## src/rtl/riscv_mdu_seq.sv

```systemverilog
// riscv_mdu_seq: iterative RV32M/RV64M multiply-divide unit.
// Radix-2 shift-add multiplier and restoring divider share one 2*XLEN
// working register; signs are stripped on accept and restored on the
// CALC->DONE edge. Divide-by-zero and signed overflow bypass CALC.
// Optional macro RISCV_MDU_FAST_MUL_EN: multiplies use a single-cycle
// XLEN x XLEN multiplier and complete on the accept edge.
module riscv_mdu_seq #(
  parameter  int XLEN  = 32,
  localparam int CNT_W = $clog2(XLEN) + 1
) (
  input  logic            i_clk,
  input  logic            i_rstn,
  input  logic            i_mdu_valid,
  output logic            o_mdu_ready,
  input  logic [2:0]      i_mdu_op,
  input  logic [XLEN-1:0] i_mdu_a,
  input  logic [XLEN-1:0] i_mdu_b,
  input  logic            i_mdu_flush,
  output logic            o_mdu_valid,
  input  logic            i_mdu_rready,
  output logic [XLEN-1:0] o_mdu_result,
  output logic            o_mdu_busy
);

  typedef enum logic [1:0] {S_IDLE, S_CALC, S_DONE} state_e;

  state_e            state_q;
  logic [CNT_W-1:0]  cnt_q;
  logic [2:0]        op_q;
  logic              neg_q;     // product / quotient must be negated
  logic              rneg_q;    // remainder must be negated (dividend sign)
  logic [XLEN-1:0]   mcand_q;   // multiplicand magnitude or divisor magnitude
  logic [2*XLEN-1:0] prod_q;    // {hi, lo}: product, or {remainder, quotient}
  logic [2*XLEN-1:0] prod_d;
  logic [XLEN-1:0]   result_q;
  logic              valid_q;
  logic              ready_q;
  logic              busy_q;

  logic              a_sgn, b_sgn, a_neg, b_neg;
  logic [XLEN-1:0]   mag_a, mag_b;
  logic              div_zero, div_ovf;
  logic [XLEN-1:0]   spec_res;
  logic              accept;

  // Apply sign fixup and pick the half / quotient / remainder the op wants
  function automatic logic [XLEN-1:0] fixup(input logic [2:0] op,
                                            input logic [2*XLEN-1:0] p,
                                            input logic neg,
                                            input logic rneg);
    logic [2*XLEN-1:0] pn;
    logic [XLEN-1:0]   q, r;
    pn = neg  ? -p : p;
    q  = neg  ? -p[XLEN-1:0] : p[XLEN-1:0];
    r  = rneg ? -p[2*XLEN-1:XLEN] : p[2*XLEN-1:XLEN];
    case (op)
      3'b000:                 fixup = pn[XLEN-1:0];
      3'b001, 3'b010, 3'b011: fixup = pn[2*XLEN-1:XLEN];
      3'b100, 3'b101:         fixup = q;
      default:                fixup = r;
    endcase
  endfunction

  assign accept = (state_q == S_IDLE) && i_mdu_valid && !i_mdu_flush;

  // Operand signedness per op, magnitudes and special-case detection
  always_comb begin
    a_sgn = 1'b1;
    b_sgn = 1'b1;
    case (i_mdu_op)
      3'b010:                 b_sgn = 1'b0;
      3'b011, 3'b101, 3'b111: begin a_sgn = 1'b0; b_sgn = 1'b0; end
      default: ;
    endcase
    a_neg    = a_sgn & i_mdu_a[XLEN-1];
    b_neg    = b_sgn & i_mdu_b[XLEN-1];
    mag_a    = a_neg ? -i_mdu_a : i_mdu_a;
    mag_b    = b_neg ? -i_mdu_b : i_mdu_b;
    div_zero = (i_mdu_b == '0);
    div_ovf  = (i_mdu_op == 3'b100 || i_mdu_op == 3'b110) &&
               (i_mdu_a == {1'b1, {(XLEN-1){1'b0}}}) && (i_mdu_b == '1);
    if (!i_mdu_op[1]) spec_res = div_zero ? '1 : i_mdu_a;
    else              spec_res = div_zero ? i_mdu_a : '0;
  end

`ifdef RISCV_MDU_FAST_MUL_EN
  logic [2*XLEN-1:0] fast_prod;
  assign fast_prod = {{XLEN{1'b0}}, mag_a} * {{XLEN{1'b0}}, mag_b};
`endif

  // One iteration: shift-add multiply step or restoring divide step
  always_comb begin
    logic [XLEN:0]   sum;
    logic [XLEN:0]   rem_sh;
    logic [XLEN-1:0] trial;
    sum    = {1'b0, prod_q[2*XLEN-1:XLEN]} + (prod_q[0] ? {1'b0, mcand_q} : '0);
    rem_sh = prod_q[2*XLEN-1:XLEN-1];
    trial  = rem_sh[XLEN-1:0] - mcand_q;
    if (!op_q[2])
      prod_d = {sum, prod_q[XLEN-1:1]};
    else if (rem_sh < {1'b0, mcand_q})
      prod_d = {rem_sh[XLEN-1:0], prod_q[XLEN-2:0], 1'b0};
    else
      prod_d = {trial, prod_q[XLEN-2:0], 1'b1};
  end

  // Datapath registers: load magnitudes on accept, iterate while in CALC
  always_ff @(posedge i_clk) begin
    if (accept) begin
      op_q    <= i_mdu_op;
      neg_q   <= a_neg ^ b_neg;
      rneg_q  <= a_neg;
      mcand_q <= i_mdu_op[2] ? mag_b : mag_a;
      prod_q  <= {{XLEN{1'b0}}, (i_mdu_op[2] ? mag_a : mag_b)};
    end else if (state_q == S_CALC) begin
      prod_q  <= prod_d;
    end
  end

  // Control FSM with registered handshake outputs and result
  always_ff @(posedge i_clk) begin
    if (!i_rstn) begin
      state_q  <= S_IDLE;
      cnt_q    <= '0;
      result_q <= '0;
      valid_q  <= 1'b0;
      ready_q  <= 1'b1;
      busy_q   <= 1'b0;
    end else if (i_mdu_flush) begin
      state_q  <= S_IDLE;
      cnt_q    <= '0;
      valid_q  <= 1'b0;
      ready_q  <= 1'b1;
      busy_q   <= 1'b0;
    end else begin
      case (state_q)
        S_IDLE: begin
          if (i_mdu_valid) begin
            ready_q <= 1'b0;
            busy_q  <= 1'b1;
            cnt_q   <= '0;
            if (i_mdu_op[2] && (div_zero || div_ovf)) begin
              state_q  <= S_DONE;
              result_q <= spec_res;
              valid_q  <= 1'b1;
            end
`ifdef RISCV_MDU_FAST_MUL_EN
            else if (!i_mdu_op[2]) begin
              state_q  <= S_DONE;
              result_q <= fixup(i_mdu_op, fast_prod, a_neg ^ b_neg, a_neg);
              valid_q  <= 1'b1;
            end
`endif
            else begin
              state_q <= S_CALC;
            end
          end
        end
        S_CALC: begin
          if (cnt_q == CNT_W'(XLEN - 1)) begin
            state_q  <= S_DONE;
            cnt_q    <= '0;
            result_q <= fixup(op_q, prod_d, neg_q, rneg_q);
            valid_q  <= 1'b1;
          end else begin
            cnt_q <= cnt_q + CNT_W'(1);
          end
        end
        S_DONE: begin
          if (i_mdu_rready) begin
            state_q <= S_IDLE;
            valid_q <= 1'b0;
            ready_q <= 1'b1;
            busy_q  <= 1'b0;
          end
        end
        default: begin
          state_q <= S_IDLE;
          valid_q <= 1'b0;
          ready_q <= 1'b1;
          busy_q  <= 1'b0;
        end
      endcase
    end
  end

  assign o_mdu_ready  = ready_q;
  assign o_mdu_valid  = valid_q;
  assign o_mdu_busy   = busy_q;
  assign o_mdu_result = result_q;

endmodule

```

## config.mk

```make
export PLATFORM = sky130hd
export DESIGN_NAME = riscv_mdu_seq
export DESIGN_NICKNAME = d
export VERILOG_FILES = /design/src/rtl/riscv_mdu_seq.sv
export SDC_FILE = /design/constraint.sdc
export NUM_CORES = 1
export LEC_CHECK = 0
export ABC_AREA = 1
export BUFFER_PORTS_ARGS = -buffer_cell sky130_fd_sc_hd__buf_2
export CAP_MARGIN = 10
export CELL_PAD_IN_SITES_DETAIL_PLACEMENT = 2
export CELL_PAD_IN_SITES_GLOBAL_PLACEMENT = 2
export CORE_UTILIZATION = 33
export CTS_CLUSTER_SIZE = 30
export DETAILED_ROUTE_END_ITERATION = 8
export GPL_ROUTABILITY_DRIVEN = 0
export GPL_TIMING_DRIVEN = 0
export PLACE_DENSITY = 0.89
export RECOVER_POWER = 100
export SKIP_LAST_GASP = 1
export SLEW_MARGIN = 40
export SYNTH_ARGS = -nofsm -noshare
export SYNTH_HDL_FRONTEND = slang
export SYNTH_SLANG_ARGS = --single-unit
```

## constraint.sdc

```tcl
create_clock -name i_clk -period 5.18 [get_ports i_clk]
set_clock_uncertainty 0.2 [all_clocks]
set_input_delay 1.036 -clock i_clk [delete_from_list [all_inputs] [get_ports i_clk]]
set_output_delay 1.036 -clock i_clk [all_outputs]
set_load 0.02 [all_outputs]
```

==> impl_metrics.json <==
{
  "start_util_pct": 33.6,
  "syn_inst": 3066,
  "post_drt_wl_per_cell_um": 31.2,
  "violations": "negative setup slack",
  "crit_type": "flip-flop to flip-flop",
  "path_clk_slew_ps": 80,
  "synth_async_sr_flop_share_pct": 0,
  "clock_path_buffers": 2,
  "track_usage_pct": 41.8,
  "synth_seq_cells": 144,
  "cp_slowest_cell": "o21ai_0",
  "fin_ws_ps": -326,
  "htreeDepth": 4,
  "hp-start": "o_mdu_result[0]",
  "critPathMaxFanout": 9,
  "synth_edf_count": 69,
  "setup_violations": 17,
  "cp_common_cell": "nand2_1",
  "drive_gt1_share_pct": 9.65,
  "grt_max_degree": 47,
  "postLayoutCellArea_sq_um": 20100,
  "max_stage_delay_ps": 880,
  "cts_tree": "yes",
  "cellLeakagePower_nw": 9.73,
  "p_total_w": 0.00768,
  "nNetsFinal": 3355,
  "drc": 0,
  "via_count": 24800,
  "die_area_sq_um": 54900,
  "grt_setup_unrepaired": "true",
  "synth_warnings": 0,
  "clkLatencyLatePin_ps": 510,
  "rows": 84,
  "hold_violations": 0,
  "numCtsBuffers": 17,
  "switching_power_w": 0.00439,
  "fin_hold_ws_ps": 275,
  "crit_start": "prod_q[45]",
  "switching_share_pct": 57.2,
  "ys_seq_area_share_pct": 20.1,
  "status": "finished, violations left",
  "seqPwrFrac_pct": 20.6,
  "viasPerCell": 6.33,
  "grt-ovfl-total": 0,
  "cts-root-buf": "clkbuf_16",
  "final-seq-area_sq_um": 3580,
  "firstDrtPassIters": 7,
  "netlist_area_sq_um": 17800,
  "grt_pass1_vias": 25800,
  "core_sq_um": 53000,
  "critical_path_required_ps": 5400,
  "period_needed_ps": 5510,
  "most-common-layout-cells": "nand2_1, inv_1, nor2_1, nand3_1, o21ai_0",
  "synth-main-ff-cell": "dfxtp_1",
  "portBuffers": 106,
  "synth_cell_types": 65,
  "finalCritPeriodShare_pct": 106,
  "die_h_um": 234,
  "worst_pin_slew_ps": 1210,
  "power_density_nw_per_um2": 382,
  "final_common_cell": "nand2_1",
  "dp_hpwl_um": 88000,
  "combPwrFrac_pct": 61.1,
  "hp-class": "flip-flop to flip-flop",
  "crit_chain": "ha_1, nand2_1, nand2_1, nand2_1, nand2_1, inv_1, nand2_1, inv_1, nand2_4, nand2_8, nand3_4, o21ai_4, ha_4, inv_1, nor3_4, nand4_4, nor4_4, buf_4, nor3_1, o21ai_0, inv_1, nand2_1, nand2_1, a21oi_1",
  "floorplan.io_pins": 107,
  "max_freq_ghz": 0.182,
  "ir_drop_mv": 0.328,
  "syn-num-nets": 3210,
  "drv_cap": 0,
  "fp.dieW_um": 234,
  "r2r-start": "prod_q[45]",
  "endpoint_kind": "flip-flop",
  "antenna_found_initial": 11,
  "multiInputGateArea_sq_um": 12100,
  "synthToLayoutAreaGrowth_pct": 13.0,
  "drtAntennaViolNets": 0,
  "placed_area_sq_um": 19200,
  "grt_pass1_wl_um": 168000,
  "cp_data_arrival_time_ps": 5730,
  "internal_power_w": 0.00329,
  "cts_num_sinks": 144,
  "drtIter0Drc": 2718,
  "n_fill_cell": 6801,
  "setup-tns-final_ps": -2080,
  "wl_um": 122000,
  "slew_viol_final": 0,
  "syn_avg_cell_area_sq_um": 5.80,
  "pwr-share-clk_pct": 18.3,
  "cp-start-kind": "flip-flop",
  "slew-limit-headroom_pct": 18.5
}
-- path summary, 6_finish.rpt --
kind                            cells after the start  slack (ps)          endpoint
worst max-delay path                               24        -330  o_mdu_result[24]
worst min-delay path                                2         280   o_mdu_result[0]
worst max register to register                     24        -330  o_mdu_result[24]
worst min register to register                      2         280   o_mdu_result[0]
-- through the flow --
stage	utilization (%)	setup slack, ps	cells
floorplan	-	1150	3066
global placement	36.2	-82.0	3860
detailed placement	36.2	-513	3860
CTS	37.5	50.7	3896
global route	37.9	-444	3912
finish	37.9	-326	3916
-- registers in the layout, summed over array words and instances, names as in the netlist --
| signal | flops |
|---|---|
| cnt_q | 6 |
| mcand_q | 32 |
| neg_q | 1 |
| o_mdu_busy | 1 |
| o_mdu_ready | 1 |
| o_mdu_result | 32 |
| o_mdu_valid | 1 |
| op_q | 3 |
| prod_q | 64 |
| rneg_q | 1 |
| state_q | 2 |
-- worst max-delay path, delay by kind of cell, from the launching register on --
family	cells	cell delay, ps
AND/OR/NAND/NOR	14	1940
AO/OA/AOI/OAI	3	1250
flip-flops	1	720
buffers and inverters	5	660
adder cells (fa/ha/maj)	2	600
-- power by group through the flow --
stage / clock network, W / logic, W / registers (W)
floorplan: 0 / 0.00260 / 0.00145
detailed placement: 0 / 0.00408 / 0.00155
global route: 0.00142 / 0.00490 / 0.00157
global placement: 0 / 0.00379 / 0.00153
CTS: 0.00136 / 0.00421 / 0.00154
finish: 0.00141 / 0.00470 / 0.00158
-- cells in the mapped netlist (5+ instances only) --
cell type,count,share of area [%]
a21oi_1,148,4.2
ha_1,70,4.9
nand3b_1,15,0.63
maj3_1,6,0.34
dfxtp_1,75,8.4
nand2_1,881,19
o22ai_1,42,1.5
o21ai_1,17,0.48
o21bai_1,5,0.21
or2_2,12,0.42
nand3_2,17,0.96
nor2_2,26,0.91
nor2_4,8,0.51
o21ai_2,12,0.59
inv_1,472,10
edfxtp_1,69,12
o211ai_1,22,0.93
nand4_1,46,1.6
xnor2_1,21,1.0
clkbuf_1,64,1.3
or2_1,6,0.21
buf_6,8,0.51
nand3_1,259,7.3
inv_2,11,0.23
a31oi_1,32,1.1
xor2_1,66,3.2
nor2_1,289,6.1
nor3_1,34,0.96
nand2_2,24,0.84
buf_1,7,0.15
buf_2,15,0.42
o21ai_0,223,6.3
-- logic make-up (layout without fill, tap and decap cells) --
kind of cell,count (synthesis),after routing,share of synthesized area (%)
and+or+nand+nor,1639,1639,40.4
buffers and inverters,586,743,13.0
AOI/OAI and AO/OA,532,532,16.7
DFF,144,144,20.1
xor gates and xnor gates,87,87,4.28
adders and majority gates,78,78,5.48
other,0,5,0
-- per-layer routing --
layer | up-vias | global-route usage, % | part of all wire (%)
li1 | 10200 | - | -
met1 | 12100 | 46.8 | 36
met2 | 1707 | 66.1 | 43
met3 | 710 | 11.1 | 10
met4 | 18 | 35.6 | 10
met5 | - | 0 | 0.14
-- final cells by class --
cell class	count	share of cell area, %
flip-flops and latches	144	17.8
multi-input cells	2336	60.0
inverters	485	9.07
diodes	5	0.0622
plain buffers	99	2.51
repair buffers	128	3.27
clock inverters	11	0.591
well taps	688	4.28
clock buffers	20	2.38
-- timing repair --
action	4_1_cts	5_1_grt
pin swaps	4	9
hold buffers	0	0
endpoints found under the setup margin	26	22
cloned	0	0
gates resized for setup	12	30
buffers inserted	6	16
No activity file was read; power rests on OpenSTA's default activity.
